`config.mk`:
```
export PLATFORM = sky130hd
export DESIGN_NAME = usb_token_decoder
export DESIGN_NICKNAME = d
export VERILOG_FILES = /design/src/rtl/usb_token_decoder.sv
export SDC_FILE = /design/constraint.sdc
export NUM_CORES = 1
export LEC_CHECK = 0
export ABC_AREA = 1
export CORE_UTILIZATION = 50
export CTS_BUF_LIST = sky130_fd_sc_hd__clkbuf_4 sky130_fd_sc_hd__clkbuf_8
export DETAILED_ROUTE_END_ITERATION = 8
export PLACE_DENSITY = 0.79
export SLEW_MARGIN = 20
export SYNTH_ARGS = -nofsm -noshare
export SYNTH_HDL_FRONTEND = slang
export SYNTH_SLANG_ARGS = --single-unit
```
`constraint.sdc`:
```
create_clock -name clk -period 1.9 [get_ports clk]
set_clock_uncertainty 0.1 [all_clocks]
set_input_delay 0.19 -clock clk [delete_from_list [all_inputs] [get_ports clk]]
set_output_delay 0.19 -clock clk [all_outputs]
set_load 0.005 [all_outputs]
```
`src/rtl/usb_token_decoder.sv`:
```
// USB token decoder: parses PID, token and SOF packets from a byte-wide receive stream.
// It checks the PID, packet length, CRC5, address and endpoint, and reports each result as a one-cycle pulse.
module usb_token_decoder #(
    parameter int NUM_ENDP   = 4,
    parameter int CHECK_ADDR = 1
) (
    input  logic        clk,
    input  logic        reset_n,
    input  logic [7:0]  rx_data,
    input  logic        rx_valid,
    input  logic        rx_active,
    input  logic [6:0]  dev_addr,
    output logic        token_valid,
    output logic [3:0]  token_pid,
    output logic [6:0]  token_addr,
    output logic [3:0]  token_endp,
    output logic        sof_valid,
    output logic [10:0] frame_num,
    output logic        pid_valid,
    output logic [3:0]  pid_out,
    output logic        pid_err,
    output logic        crc5_err,
    output logic        len_err,
    output logic        endp_err
);
    typedef enum logic [3:0] {
        PID_OUT   = 4'b0001, PID_IN    = 4'b1001, PID_SOF   = 4'b0101, PID_SETUP = 4'b1101,
        PID_DATA0 = 4'b0011, PID_DATA1 = 4'b1011, PID_DATA2 = 4'b0111, PID_MDATA = 4'b1111,
        PID_ACK   = 4'b0010, PID_NAK   = 4'b1010, PID_STALL = 4'b1110, PID_NYET  = 4'b0110,
        PID_PRE   = 4'b1100, PID_SPLIT = 4'b1000, PID_PING  = 4'b0100
    } pid_t;

    typedef enum logic [2:0] {
        S_IDLE, S_PID, S_TOK1, S_TOK2, S_WAIT_EOP, S_DISCARD
    } state_t;

    localparam logic [4:0] ENDP_LIMIT = 5'(NUM_ENDP);

    state_t     state, state_next;
    logic       prev_idle;
    logic [3:0] pid_q;
    logic [7:0] byte1_q, byte2_q;
    logic       len_pend, len_pend_d;
    logic       tok_d, sof_d, pidv_d, piderr_d, crc_d, len_d, endp_d;

    logic       rise, byte_in, eop, pid_ok, is_tok, crc_ok, addr_ok;
    logic [3:0] endp;

    // Feeding the transmitted (inverted) CRC back through the register leaves a fixed residual.
    function automatic logic crc5_good(input logic [15:0] bits);
        logic [4:0] r;
        logic       fb;
        r = 5'h1f;
        for (int i = 0; i < 16; i++) begin
            fb = bits[i] ^ r[4];
            r  = {r[3:0], 1'b0} ^ (fb ? 5'b00101 : 5'b00000);
        end
        return r == 5'b01100;
    endfunction

    // prev_idle resets to 0, so a line that is already busy when reset is released does not count as a rising edge.
    assign rise    = rx_active & prev_idle;
    assign byte_in = rx_active & rx_valid;
    assign eop     = ~rx_active;
    assign pid_ok  = (rx_data[7:4] == ~rx_data[3:0]);
    assign is_tok  = (rx_data[3:0] == PID_OUT) || (rx_data[3:0] == PID_IN) ||
                     (rx_data[3:0] == PID_SOF) || (rx_data[3:0] == PID_SETUP);
    assign crc_ok  = crc5_good({byte2_q, byte1_q});
    assign addr_ok = (CHECK_ADDR == 0) || (byte1_q[6:0] == dev_addr);
    assign endp    = {byte2_q[2:0], byte1_q[7]};

    always_ff @(posedge clk or negedge reset_n) begin
        if (!reset_n) state <= S_IDLE;
        else          state <= state_next;
    end

    always_comb begin
        state_next = state;
        if (rise) begin
            state_next = S_PID;
        end else begin
            case (state)
                S_PID: begin
                    if (eop)          state_next = S_IDLE;
                    else if (byte_in) state_next = (pid_ok && is_tok) ? S_TOK1 : S_DISCARD;
                end
                S_TOK1: begin
                    if (eop)          state_next = S_IDLE;
                    else if (byte_in) state_next = S_TOK2;
                end
                S_TOK2: begin
                    if (eop)          state_next = S_IDLE;
                    else if (byte_in) state_next = S_WAIT_EOP;
                end
                S_WAIT_EOP: begin
                    if (eop)          state_next = S_IDLE;
                    else if (byte_in) state_next = S_DISCARD;
                end
                S_DISCARD: begin
                    if (eop)          state_next = S_IDLE;
                end
                default: state_next = S_IDLE;
            endcase
        end
    end

    always_comb begin
        tok_d      = 1'b0;
        sof_d      = 1'b0;
        pidv_d     = 1'b0;
        piderr_d   = 1'b0;
        crc_d      = 1'b0;
        len_d      = 1'b0;
        endp_d     = 1'b0;
        len_pend_d = len_pend;
        if (rise) begin
            len_pend_d = 1'b0;
        end else begin
            case (state)
                S_PID: begin
                    if (byte_in && !pid_ok)      piderr_d = 1'b1;
                    else if (byte_in && !is_tok) pidv_d   = 1'b1;
                end
                S_TOK1, S_TOK2: begin
                    if (eop) len_d = 1'b1;
                end
                S_WAIT_EOP: begin
                    if (eop) begin
                        if (!crc_ok)                    crc_d  = 1'b1;
                        else if (pid_q == PID_SOF)      sof_d  = 1'b1;
                        else if (!addr_ok)              ;
                        else if ({1'b0, endp} >= ENDP_LIMIT) endp_d = 1'b1;
                        else                            tok_d  = 1'b1;
                    end else if (byte_in) begin
                        len_pend_d = 1'b1;
                    end
                end
                S_DISCARD: begin
                    if (eop) begin
                        len_d      = len_pend;
                        len_pend_d = 1'b0;
                    end
                end
                default: ;
            endcase
        end
    end

    always_ff @(posedge clk or negedge reset_n) begin
        if (!reset_n) begin
            prev_idle   <= 1'b0;
            len_pend    <= 1'b0;
            pid_q       <= '0;
            byte1_q     <= '0;
            byte2_q     <= '0;
            token_valid <= 1'b0;
            sof_valid   <= 1'b0;
            pid_valid   <= 1'b0;
            pid_err     <= 1'b0;
            crc5_err    <= 1'b0;
            len_err     <= 1'b0;
            endp_err    <= 1'b0;
            token_pid   <= '0;
            token_addr  <= '0;
            token_endp  <= '0;
            frame_num   <= '0;
            pid_out     <= '0;
        end else begin
            prev_idle   <= ~rx_active;
            len_pend    <= len_pend_d;
            token_valid <= tok_d;
            sof_valid   <= sof_d;
            pid_valid   <= pidv_d;
            pid_err     <= piderr_d;
            crc5_err    <= crc_d;
            len_err     <= len_d;
            endp_err    <= endp_d;
            if (state == S_PID  && byte_in) pid_q   <= rx_data[3:0];
            if (state == S_TOK1 && byte_in) byte1_q <= rx_data;
            if (state == S_TOK2 && byte_in) byte2_q <= rx_data;
            if (tok_d) begin
                token_pid  <= pid_q;
                token_addr <= byte1_q[6:0];
                token_endp <= endp;
            end
            if (sof_d)  frame_num <= {byte2_q[2:0], byte1_q};
            if (pidv_d) pid_out   <= rx_data[3:0];
        end
    end
endmodule

```
# Yosys cells after proc, flatten, opt, wreduce, memory -nomap -nowiden
# Cells that the tools add are included.
[totals]
reg_bits = 62
latchBits = 0
ramBits = 0
romBits = 0
inputBits = 19
output_inout_bits = 37
wordCells = 156
memories = 0
[classes]
addsub = 0
n_mul = 0
div_mod_pow = 0
magnitude_cmp = 1
eq_ne = 20
shifts = 0
n_mux = 67
bitwise_logic = 35
n_reduce_logical = 15
[ops]
columns = ["op", "n"]
rows = [
  ["3-bit two-way mux", 27],
  ["5-bit by 3-bit XOR with 5-bit output", 15],
  ["1-bit two-way mux", 37],
  ["4-bit != test (second input constant)", 4],
  ["3-bit case mux with 5 select lines", 1],
  ["1-bit XOR", 15],
  ["3-bit != test (second input constant)", 3],
  ["4-bit by 3-bit equality test with 1-bit output (second input constant)", 2],
  ["4-bit equality test (second input constant)", 2],
  ["7-bit equality test", 1],
  ["3-bit by 2-bit equality test with 1-bit output (second input constant)", 2],
  ["3-bit equality test (second input constant)", 2],
  ["1-bit logical AND", 6],
  ["5-bit by 4-bit equality test with 1-bit output (second input constant)", 1],
  ["5-bit AND reduction", 1],
  ["4-bit by 1-bit equality test with 1-bit output (second input constant)", 1],
  ["4-bit equality test", 1],
  ["4-bit by 3-bit >= comparator with 1-bit output (second input constant)", 1],
  ["2-bit NOT with 4-bit output", 1],
  ["4-bit NOT", 1],
  ["1-bit case mux with 2 select lines", 2],
  ["4-bit AND reduction", 1],
  ["3-bit by 1-bit equality test with 1-bit output (second input constant)", 1],
  ["1-bit logical OR", 3],
  ["5 further kinds", 7],
]

# Logic depth before layout (Yosys ltp)
# Gate-level depths: netlist (run 1).
[logic_depth]
ltp_word = 52
mapped_depth = 17
mapped_depth_nobuf = 15

# Worst setup path after synthesis (run 1)
# OpenSTA, ideal clock, no wires.
[synth_path]
kind = "register to register"
start = "reg byte1_q[0]"
end = "reg token_addr[2]"
setup_time_ns = 0.116
arrival_time_ns = 1.598
required_ns = 1.684
slack_ns = 0.085
stages_incl_launch_ff = 17
path_buffers = 2
synth_period_minus_slack_ns = 1.815
path_cell_list = "dfrtp_1 > buf_6 > inv_8 > nand2_2 > nand2_2 > nand2_1 > nand2_1 > nand2_2 > nand2_4 > inv_2 > nand2_1 > nand3_1 > nor2_4 > nand3_4 > buf_6 > nand2_1 > nand2_1"
[synth_via]
elab_chain_cells = 32
word_cells_on_any_way = 47
classes_between = "eq/ne (2); mux (18); bitwise (27)"
[synth_rtl]
columns = ["element", "line_no", "text"]
rows = [
  ["from (decl)", "42", "logic [7:0] byte1_q, byte2_q;"],
  ["from (signal assigned)", "179", "if (state == S_TOK1 && byte_in) byte1_q <= rx_data;"],
  ["3-bit two-way mux", "56", "r = {r[3:0], 1'b0} ^ (fb ? 5'b00101 : 5'b00000);"],
  ["2-bit NOT with 4-bit output (no line)", "-", ""],
  ["5-bit by 3-bit XOR with 5-bit output (2 in series)", "56", ""],
  ["1-bit XOR", "55", "fb = bits[i] ^ r[4];"],
  ["3-bit two-way mux", "56", ""],
  ["5-bit by 3-bit XOR with 5-bit output (3 in series)", "56", ""],
  ["1-bit XOR", "55", ""],
  ["3-bit two-way mux", "56", ""],
  ["[... 13 more ...]", "-", ""],
  ["1-bit XOR", "55", ""],
  ["3-bit two-way mux", "56", ""],
  ["5-bit by 3-bit XOR with 5-bit output", "56", ""],
  ["5-bit by 4-bit equality test with 1-bit output", "58", "return r == 5'b01100;"],
  ["1-bit two-way mux *", "129", "if (!crc_ok) crc_d = 1'b1;"],
  ["1-bit two-way mux *", "128", "if (eop) begin"],
  ["1-bit two-way mux *", "119", "case (state)"],
  ["1-bit two-way mux *", "116", "if (rise) begin"],
  ["to (signal assigned)", "183", "token_addr <= byte1_q[6:0];"],
  ["to (decl)", "15", "output logic [6:0] token_addr,"],
]
# Every way passes the cells marked *; elsewhere a longest branch is shown, timed or not.
# A chain may end at the register's enable or synchronous reset.

# Worst setup path after layout (run 1)
[layout_path]
start = "reg byte1_q[3]"
end = "reg token_addr[5]"
[layout_via]
elab_chain_cells = 28
word_cells_on_any_way = 39
classes_between = "eq/ne (2); mux (15); bitwise (22)"
[layout_rtl]
columns = ["element", "line_no"]
rows = [
  ["1-bit XOR", "55"],
  ["3-bit two-way mux", "56"],
  ["5-bit by 3-bit XOR with 5-bit output (3 in series)", "56"],
  ["1-bit XOR", "55"],
  ["3-bit two-way mux", "56"],
  ["5-bit by 3-bit XOR with 5-bit output (3 in series)", "56"],
  ["1-bit XOR", "55"],
  ["3-bit two-way mux", "56"],
  ["[... 8 more ...]", "-"],
  ["1-bit XOR", "55"],
  ["3-bit two-way mux", "56"],
  ["5-bit by 3-bit XOR with 5-bit output", "56"],
  ["5-bit by 4-bit equality test with 1-bit output", "58"],
  ["1-bit two-way mux *", "129"],
  ["1-bit two-way mux *", "128"],
  ["1-bit two-way mux *", "119"],
  ["1-bit two-way mux *", "116"],
]
# Marks and branches as above.

==> results.yml, run 1 <==
status:
  status: "complete, but fails checks"
  violations: "design-rule violations, negative setup slack"
sta:
  fmax_mhz: 489
  holdWs_ns: 0.271
  worstMarginPinSlew_ns: 0.473
  finalCritPeriodShare: 1.08
  rsz0062_at_grt: "yes"
  post-route-min-period_ns: 2.04
  setup_ws_ns: -0.145
  slew_headroom: 0.684
  finalHoldViolCount: 0
  report.final.slew_viol_count: 0
  finalSetupViolCount: 29
floorplanning:
  row_count: 29
  die-height_um: 84
  start_util: 0.523
  io_pins: 56
  dieArea_um2: 7060
  core_um2: 6420
  die_x_um: 84
yosys:
  synthFlopType: "dfrtp_1"
  ys_ff_latch: 62
  seq_area_frac_synth: 0.461
  synth-edff-count: 0
  ys_async_sr_fraction: 1.00
  syn-cell-area_um2: 3360
  synth_cell_types: 29
  syn_nets: 464
  syn-instance-count: 445
  yosys_warnings: 0
  avgSynthCellArea_um2: 7.55
detailed_routing:
  drc: 18
  drt-total-wl_um: 8810
  vias_per_cell: 5.13
  routedWlPerCell_um: 14.2
  drt_iter0_drc: 234
  ant_nets: 0
  firstDrtPassIters: 6
  vias: 3184
grt:
  overflow: 0
  grt_max_degree: 63
  grt_pass1_vias: 3058
  antenna_found_initial: 0
  track_usage: 0.271
  grt_pass1_wl_um: 14900
clocking:
  cts_buffers: 9
  clk_path_buf_depth: 2
  h-tree-depth: 3
  cts.sinks: 62
  cts_root_buf: "clkbuf_8"
  path_clk_slew_ns: 0.08
  clock_latency_ns: 0.35
  cts_tree: "yes"
hold_path:
  hold_class: "in2async"
pwr:
  seqPwrFrac: 0.418
  swShare: 0.353
  max-vdd-ir-drop_mv: 0.491
  clockPowerShare: 0.289
  finalPower_mw: 3.75
  p_int_mw: 2.43
  power_frac_comb: 0.294
  p_sw_mw: 1.32
  cellPowerDensity_nw_per_um2: 798
  power.leakage_nw: 2.33
cells_and_area:
  antenna_cells: 0
  fillCellCount: 484
  final-seq-area_um2: 1560
  multi_input_area_um2: 1730
  drive_above_1_share: 0.281
  syn2layout_area_growth_pct: 39.7
  final_nets: 558
worst_setup_path:
  slowest_stage: "dfrtp_2"
  max_stage_delay_ns: 0.47
  cp_data_required_time_ns: 2.04
  cp_common_cell: "nand2_1"
  crit_fanout: 8
  crit_chain: "buf_4 -> xnor2_1 -> nand2_1 -> nor3_2 -> nand3_2 -> nor3_4 -> buf_6 -> nand3_4 -> nand2_1 -> nand2_1"
  worst_setup_path_end_kind: "register"
  reg2reg_depth: 10
  worstPathArrival_ns: 2.18
  critical_path_class: "reg2reg"
  startpoint_type: "register"
placed_design:
  port_buffers: 55
  hpwl_um: 5890
  routabilityCongestion: 0.977
flow_run:
  drv_cap: 0
stage by stage:
stage	utilization	area [um2]	cells	TNS, ns	setup slack [ns]
4_1_cts	0.711	4570	619	-2.46	-0.119
2_1_floorplan	-	3360	445	0	0.0851
3_3_place_gp	0.642	4120	591	-3.40	-0.131
5_1_grt	0.731	4700	621	-5.82	-0.230
3_5_place_dp	0.642	4120	591	-4.58	-0.215
6_report	0.731	4700	621	-2.82	-0.145
Yosys cell counts (3+ instances only):
cell type,n,area [um2]
nor3_1,6,30.0
buf_6,8,90.1
o21ai_0,25,125
nand2_2,14,87.6
a21oi_1,5,25.0
xnor2_1,5,43.8
inv_1,37,139
xor2_1,3,26.3
nand2_1,171,642
nand2_4,5,56.3
nand3_1,52,260
inv_2,13,48.8
nor2_1,18,67.6
dfrtp_1,62,1550
clkbuf_1,3,11.3
kinds of logic after synthesis:
group,after synthesis,synth area share
AOI/OAI and AO/OA,32,0.0495
xor gates and xnor gates,8,0.0208
buffers and inverters,66,0.0960
DFF,62,0.461
and+or+nand+nor,277,0.372
layer usage:
metal  share of wire  track usage
met1            0.43        0.362
met5               0            0
met3           0.053       0.0465
met4           0.016       0.0846
met2            0.50        0.450
worst max-delay path: cells and delay by family, from the launching register on:
kind	cells	cell delay, ns
flops	1	0.47
simple gates	7	0.90
xor+xnor	1	0.14
buf+inv	2	0.32
final timing paths:
| check | from | end | slack, ns |
|---|---|---|---|
| worst min-delay path | reset_n | pid_out[0]$_DFFE_PN0P_ | 0.27 |
| min in group clk | token_endp[1]$_DFFE_PN0P_ | token_endp[1]$_DFFE_PN0P_ | 0.38 |
| worst max register to register | byte1_q[3]$_DFFE_PN0P_ | token_addr[5]$_DFFE_PN0P_ | -0.14 |
| worst max-delay path | byte1_q[3]$_DFFE_PN0P_ | token_addr[5]$_DFFE_PN0P_ | -0.14 |
| max in group asynchronous | reset_n | byte1_q[2]$_DFFE_PN0P_ | 1.15 |
| worst min register to register | token_endp[1]$_DFFE_PN0P_ | token_endp[1]$_DFFE_PN0P_ | 0.38 |
power groups by stage:
stage,clock network [mW],registers [mW],logic [mW]
detailed placement,0,1.58,0.910
finish,1.08,1.57,1.10
global route,1.17,1.59,1.22
floorplan,0,1.56,0.593
global placement,0,1.58,0.888
CTS,1.09,1.56,1.03
final cells by class:
cell class | instances | share of cell area
multi-input combinational | 319 | 0.369
clock inverter | 6 | 0.00959
inverter | 51 | 0.0434
tap | 77 | 0.0205
clock buffer | 10 | 0.0293
timing repair buffer | 96 | 0.197
sequential | 62 | 0.332
registers in the layout, indices dropped and copies added, names as in the netlist:
name,cells
byte1_q,8
token_addr,7
crc5_err,1
pid_valid,1
byte2_q,8
prev_idle,1
token_valid,1
frame_num,11
token_pid,4
pid_err,1
state,3
sof_valid,1
endp_err,1
pid_q,4
len_pend,1
token_endp,4
pid_out,4
len_err,1
cells in the final DEF (no fill, tap or decap), types with 2 or more instances in the layout:
cell type and count:
nor2_1 16, a21oi_1 5, clkbuf_8 10, buf_12 4
xnor2_1 4, clkdlybuf4s50_1 54, dfrtp_1 57, dfrtp_2 5
nand2_4 15, buf_4 31, nor2_4 2, nand3_2 8
inv_1 37, xor2_1 3, nor2_2 4, inv_4 2
inv_2 11, inv_6 2, nor3_1 3, buf_6 5
nand2_1 136, nand2_2 39, o21ai_0 25, nand3_4 4
clkinvlp_4 3, nor3_2 3, nand3_1 45
repair_timing:
action | CTS | global route
cloned | 2 | 0
pin swaps | 19 | 11
hold buffers | 1 | 0
setup buffers | 9 | 2
endpoints found under the hold margin | 62 | 0
setup endpoints to repair | 29 | 35
resized for setup | 40 | 33
Power figures use the tool's default switching activity.
==> run 2, diff against run 1 <==
CORE_ASPECT_RATIO = 1.4   (was default)
GPL_ROUTABILITY_DRIVEN = 0   (was default)
clock period = 1.8 ns   (was 1.9 ns; I/O delays follow)
==> run 2 against run 1 <==
Compared with the run above: the flow still finishes with violations (design-rule violations, negative setup slack); highest routed layer unchanged; flip-flop and latch count stayed put; largest power group unchanged; sequential share of layout area is 1.6 points lower; hold slack worse by 0.021 ns; utilization is 2.6 points higher; critical path type unchanged; cell count is 1.9% higher; via count is 12% higher; power is 18% higher.
==> results.yml, run 2 (synthesis results as in run 1) <==
worst_setup_path:
  startpoint_type: "register"
  worst_setup_path_end_kind: "register"
  worstPathArrival_ns: 2.30
  crit_fanout: 8
  cp_data_required_time_ns: 1.93
  critical_path_class: "reg2reg"
sta:
  rsz0062_at_grt: "yes"
  fin_setup_tns_ns: -8.71
  post-route-min-period_ns: 2.17
  holdWs_ns: 0.250
  worstMarginPinSlew_ns: 0.573
  fmax_mhz: 461
  finalCritPeriodShare: 1.20
  finalSetupViolCount: 30
  slew_headroom: 0.618
  report.final.slew_viol_count: 0
  setup_ws_ns: -0.368
  finalHoldViolCount: 0
detailed_routing:
  top_layer: "met4"
  vias: 3569
  routedWlPerCell_um: 16.0
  drc: 9
  drt_iter0_drc: 231
  drt-total-wl_um: 10100
  ant_nets: 0
  wl_met2_um: 5270
  route.met3.wl_um: 645
  vias_per_cell: 5.64
  wl_met1_um: 3680
  firstDrtPassIters: 8
clocking:
  cts_buffers: 9
  cts.sinks: 62
  path_clk_slew_ns: 0.07
  clock_latency_ns: 0.36
  cts_tree: "yes"
  clk_path_buf_depth: 2
  h-tree-depth: 3
  cts_root_buf: "clkbuf_8"
placed_design:
  dp_cells: 599
  hpwl_um: 6040
  port_buffers: 55
  place_area_um2: 4220
  pre_cts_slack_ns: -0.336
pwr:
  power_frac_comb: 0.308
  finalPower_mw: 4.41
  seqPwrFrac: 0.374
  power.leakage_nw: 2.43
  clockPowerShare: 0.318
  p_sw_mw: 1.46
  cellPowerDensity_nw_per_um2: 892
  swShare: 0.332
  max-vdd-ir-drop_mv: 0.550
  p_int_mw: 2.94
grt:
  antenna_found_initial: 0
  overflow: 0
  grt_pass1_vias: 3272
  grt_pass1_wl_um: 14700
  grt_max_degree: 26
  track_usage: 0.274
status:
  status: "complete, but fails checks"
  violations: "design-rule violations, negative setup slack"
cells_and_area:
  top_regs: "frame_num: 11 flops, byte1_q: 8 flops, byte2_q: 8 flops"
  final_common_cell: "nand2_1"
  utilization: 0.757
  drive_above_1_share: 0.335
  syn2layout_area_growth_pct: 47.0
  antenna_cells: 0
  largest_reg_flops: 11
  postLayoutCellArea_um2: 4940
  multi_input_area_um2: 1820
  most-common-layout-cells: "nand2_1, dfrtp_1, clkdlybuf4s50_1, nand2_2, buf_4"
  final_nets: 573
  fin_cells: 633
  fillCellCount: 418
  final-seq-area_um2: 1560
  largest-register: "frame_num"
floorplanning:
  die-height_um: 99.0
  core_um2: 6530
  row_count: 35
  io_pins: 56
  dieArea_um2: 7060
  start_util: 0.515
  die_x_um: 71.3
flow_run:
  drv_cap: 0
hold_path:
  hold_class: "in2async"
-- run 2: routing by layer --
metal,vias to the layer above,track usage
li1,1618,-
met1,1692,0.298
met2,205,0.493
met3,54,0.0532
met4,0,0.148
met5,-,0
-- run 2: worst paths after layout --
| path | from | to | slack [ns] | depth (start not counted) |
|---|---|---|---|---|
| worst max-delay path | byte1_q[0]$_DFFE_PN0P_ | token_pid[3]$_DFFE_PN0P_ | -0.37 | 14 |
| worst min-delay path | reset_n | byte1_q[3]$_DFFE_PN0P_ | 0.25 | 2 |
| worst max register to register | byte1_q[0]$_DFFE_PN0P_ | token_pid[3]$_DFFE_PN0P_ | -0.37 | 14 |
| worst min register to register | token_endp[0]$_DFFE_PN0P_ | token_endp[0]$_DFFE_PN0P_ | 0.37 | 2 |
| max in group asynchronous | reset_n | frame_num[6]$_DFFE_PN0P_ | 0.68 | 3 |
| min in group clk | token_endp[0]$_DFFE_PN0P_ | token_endp[0]$_DFFE_PN0P_ | 0.37 | 2 |
-- run 2: timing repair --
| item | 4_1_cts | 5_1_grt |
|---|---|---|
| gates cloned | 2 | 0 |
| gates resized for setup | 24 | 71 |
| endpoints found under the setup margin | 32 | 41 |
| setup buffers | 8 | 7 |
| hold endpoints to repair | 21 | 0 |
| hold buffers | 1 | 0 |
| pin swaps | 11 | 15 |
-- run 2: layout make-up --
type	count	share of cell area
Clock buffer	11	0.0294
Clock inverter	5	0.0167
Inverter	51	0.0403
Multi-Input combinational cell	319	0.369
Sequential cell	62	0.316
Tap cell	74	0.0187
Timing Repair Buffer	111	0.211
-- run 2: critical path: stages (launching register included) --
cell     delay (ns)
dfrtp_2        0.51
inv_8          0.12
nand2_4        0.07
nand2_2        0.09
nand2_2        0.09
nand2_4        0.08
nand2_1        0.08
nand3_2        0.10
nand2_4        0.07
nor2_2         0.13
nand2_2        0.07
nand2_4        0.16
nand3_4        0.17
nand2_1        0.12
nand2_1        0.08
-- run 2: power by group through the flow --
stage	registers, mW	clock network (mW)	logic (mW)
final	1.65	1.40	1.36
after global routing	1.66	1.47	1.46
after global placement	1.66	0	0.999
after floorplan	1.65	0	0.634
after detailed placement	1.66	0	1.04
after CTS	1.64	1.40	1.15
==> run 3, diff against run 2 <==
clock period = 1.75 ns   (was 1.8 ns; I/O delays follow)
==> run 3 against run 2 <==
Compared with the run above: the run still ends with design-rule violations, negative setup slack left; sequential power is essentially flat; cell count increased by 0.63%; via count decreased by 6.0%; hold slack worse by 0.048 ns; first-iteration DRC count shrank 18%; critical path depth up 1; non-clock buffer count increased by 4; flip-flop and latch count stayed put; register-to-register slack improved by 0.05 ns; clock-buffer cell count rose by 1; highest routed layer unchanged.
==> results.yml, run 3 (synthesis results as in run 1) <==
clocking:
  cts_tree: "yes"
  cts_root_buf: "clkbuf_8"
  clock_latency_ns: 0.35
  cts.sinks: 62
  cts_buffers: 9
  clk_path_buf_depth: 2
  h-tree-depth: 3
  path_clk_slew_ns: 0.07
grt:
  grt_max_degree: 44
  overflow: 0
  grt_pass1_vias: 3396
  grt_pass1_wl_um: 14700
  track_usage: 0.272
  antenna_found_initial: 0
pwr:
  power.leakage_nw: 2.44
  cellPowerDensity_nw_per_um2: 904
  finalPower_mw: 4.38
  max-vdd-ir-drop_mv: 0.615
sta:
  post-route-min-period_ns: 2.07
  finalSetupViolCount: 30
  fin_setup_tns_ns: -7.79
  rsz0062_at_grt: "yes"
  slew_headroom: 0.688
  finalHoldViolCount: 0
  fmax_mhz: 483
  report.final.slew_viol_count: 0
  finalCritPeriodShare: 1.18
  worstMarginPinSlew_ns: 0.467
  setup_ws_ns: -0.322
floorplanning:
  row_count: 35
  io_pins: 56
  dieArea_um2: 7060
  die_x_um: 71.3
  core_um2: 6530
  start_util: 0.515
  die-height_um: 99.0
cells_and_area:
  final_common_cell: "nand2_1"
  final_nets: 577
  antenna_cells: 0
  postLayoutCellArea_um2: 4840
  largest_reg_flops: 11
  most-common-layout-cells: "nand2_1, dfrtp_1, clkdlybuf4s50_1, buf_4, nand3_1"
  utilization: 0.742
  top_regs: "frame_num: 11 flops, byte1_q: 8 flops, byte2_q: 8 flops"
  syn2layout_area_growth_pct: 44.0
  drive_above_1_share: 0.298
  largest-register: "frame_num"
  fillCellCount: 461
flow_run:
  drv_cap: 0
worst_setup_path:
  crit_family: "simple AND/OR/NAND/NOR gates"
  crit_chain: "inv_2 -> nand2_1 -> nand2_2 -> inv_2 -> nand2_4 -> nand2_4 -> nand2_1 -> nand2_1 -> nand2_1 -> nand3_2 -> nor2_4 -> buf_6 -> nand3_4 -> nand2_2 -> nand2_2"
  cp_common_cell: "nand2_1"
  crit_fanout: 8
  startpoint_type: "register"
  slowest_stage: "dfrtp_2"
  critical_path_class: "reg2reg"
  max_stage_delay_ns: 0.46
  cp_data_required_time_ns: 1.89
  worst_setup_path_end_kind: "register"
  critPathBufInv: 3
  worstPathArrival_ns: 2.21
placed_design:
  hpwl_um: 6060
  pre_cts_slack_ns: -0.461
  port_buffers: 55
  place_area_um2: 4270
detailed_routing:
  vias_per_cell: 5.27
  vias: 3354
  drc: 7
  routedWlPerCell_um: 14.2
  drt_iter0_drc: 189
  ant_nets: 0
  firstDrtPassIters: 7
  drt-total-wl_um: 9070
status:
  violations: "design-rule violations, negative setup slack"
  status: "complete, but fails checks"
hold_path:
  hold_class: "in2async"
==> run 3: cell types whose count changed in the layout (fill, tap and decap cells not counted), moves of 6 or more <==
cell | before | now
buf_4 | 45 | 51
nand2_2 | 48 | 32
nand2_4 | 18 | 11
nand2_1 | 124 | 146
==> run 3: worst paths after layout <==
check	startpoint	slack, ns	cells past startpoint	endpoint
setup / recovery	byte1_q[1]$_DFFE_PN0P_	-0.32	15	token_addr[6]$_DFFE_PN0P_
hold / removal	reset_n	0.20	2	frame_num[0]$_DFFE_PN0P_
setup reg to reg	byte1_q[1]$_DFFE_PN0P_	-0.32	15	token_addr[6]$_DFFE_PN0P_
hold reg to reg	token_addr[0]$_DFFE_PN0P_	0.37	2	token_addr[0]$_DFFE_PN0P_
max in group asynchronous	reset_n	0.76	3	byte1_q[5]$_DFFE_PN0P_
min in group clk	token_addr[0]$_DFFE_PN0P_	0.37	2	token_addr[0]$_DFFE_PN0P_
==> run 3: where the power goes <==
| part | total, mW | switching, mW | internal (mW) |
|---|---|---|---|
| registers | 1.68 | 0.102 | 1.58 |
| logic | 1.37 | 0.755 | 0.619 |
| clock network | 1.32 | 0.587 | 0.736 |
==> run 3: what timing repair did <==
action | in CTS | in global routing
pin swaps | 12 | 17
endpoints found under the hold margin | 19 | 0
hold buffers | 1 | 0
cloned | 2 | 0
buffers inserted | 9 | 5
setup endpoints to repair | 30 | 32
resized for setup | 24 | 37
==> run 3: area by class of cell <==
cell class,instances,area [um2],area share
Tap cell,74,92.6,0.0191
Clock buffer,12,153,0.0315
Timing Repair Buffer,115,1060,0.219
Clock inverter,4,55.1,0.0114
Inverter,51,199,0.0411
Sequential cell,62,1560,0.322
Multi-Input combinational cell,319,1720,0.356
==> run 3: stage by stage <==
stage	hold WS [ns]	instances
finish	0.202	637
detailed placement	0.0532	604
floorplan	-0.221	445
global placement	0.0550	604
CTS	0.213	632
global route	0.268	637
==> run 3: layer usage <==
layer,track usage,up-vias,share of wire
li1,-,1630,-
met1,0.285,1571,0.38
met2,0.496,117,0.53
met3,0.0481,36,0.044
met4,0.166,0,0.047
met5,0,-,0
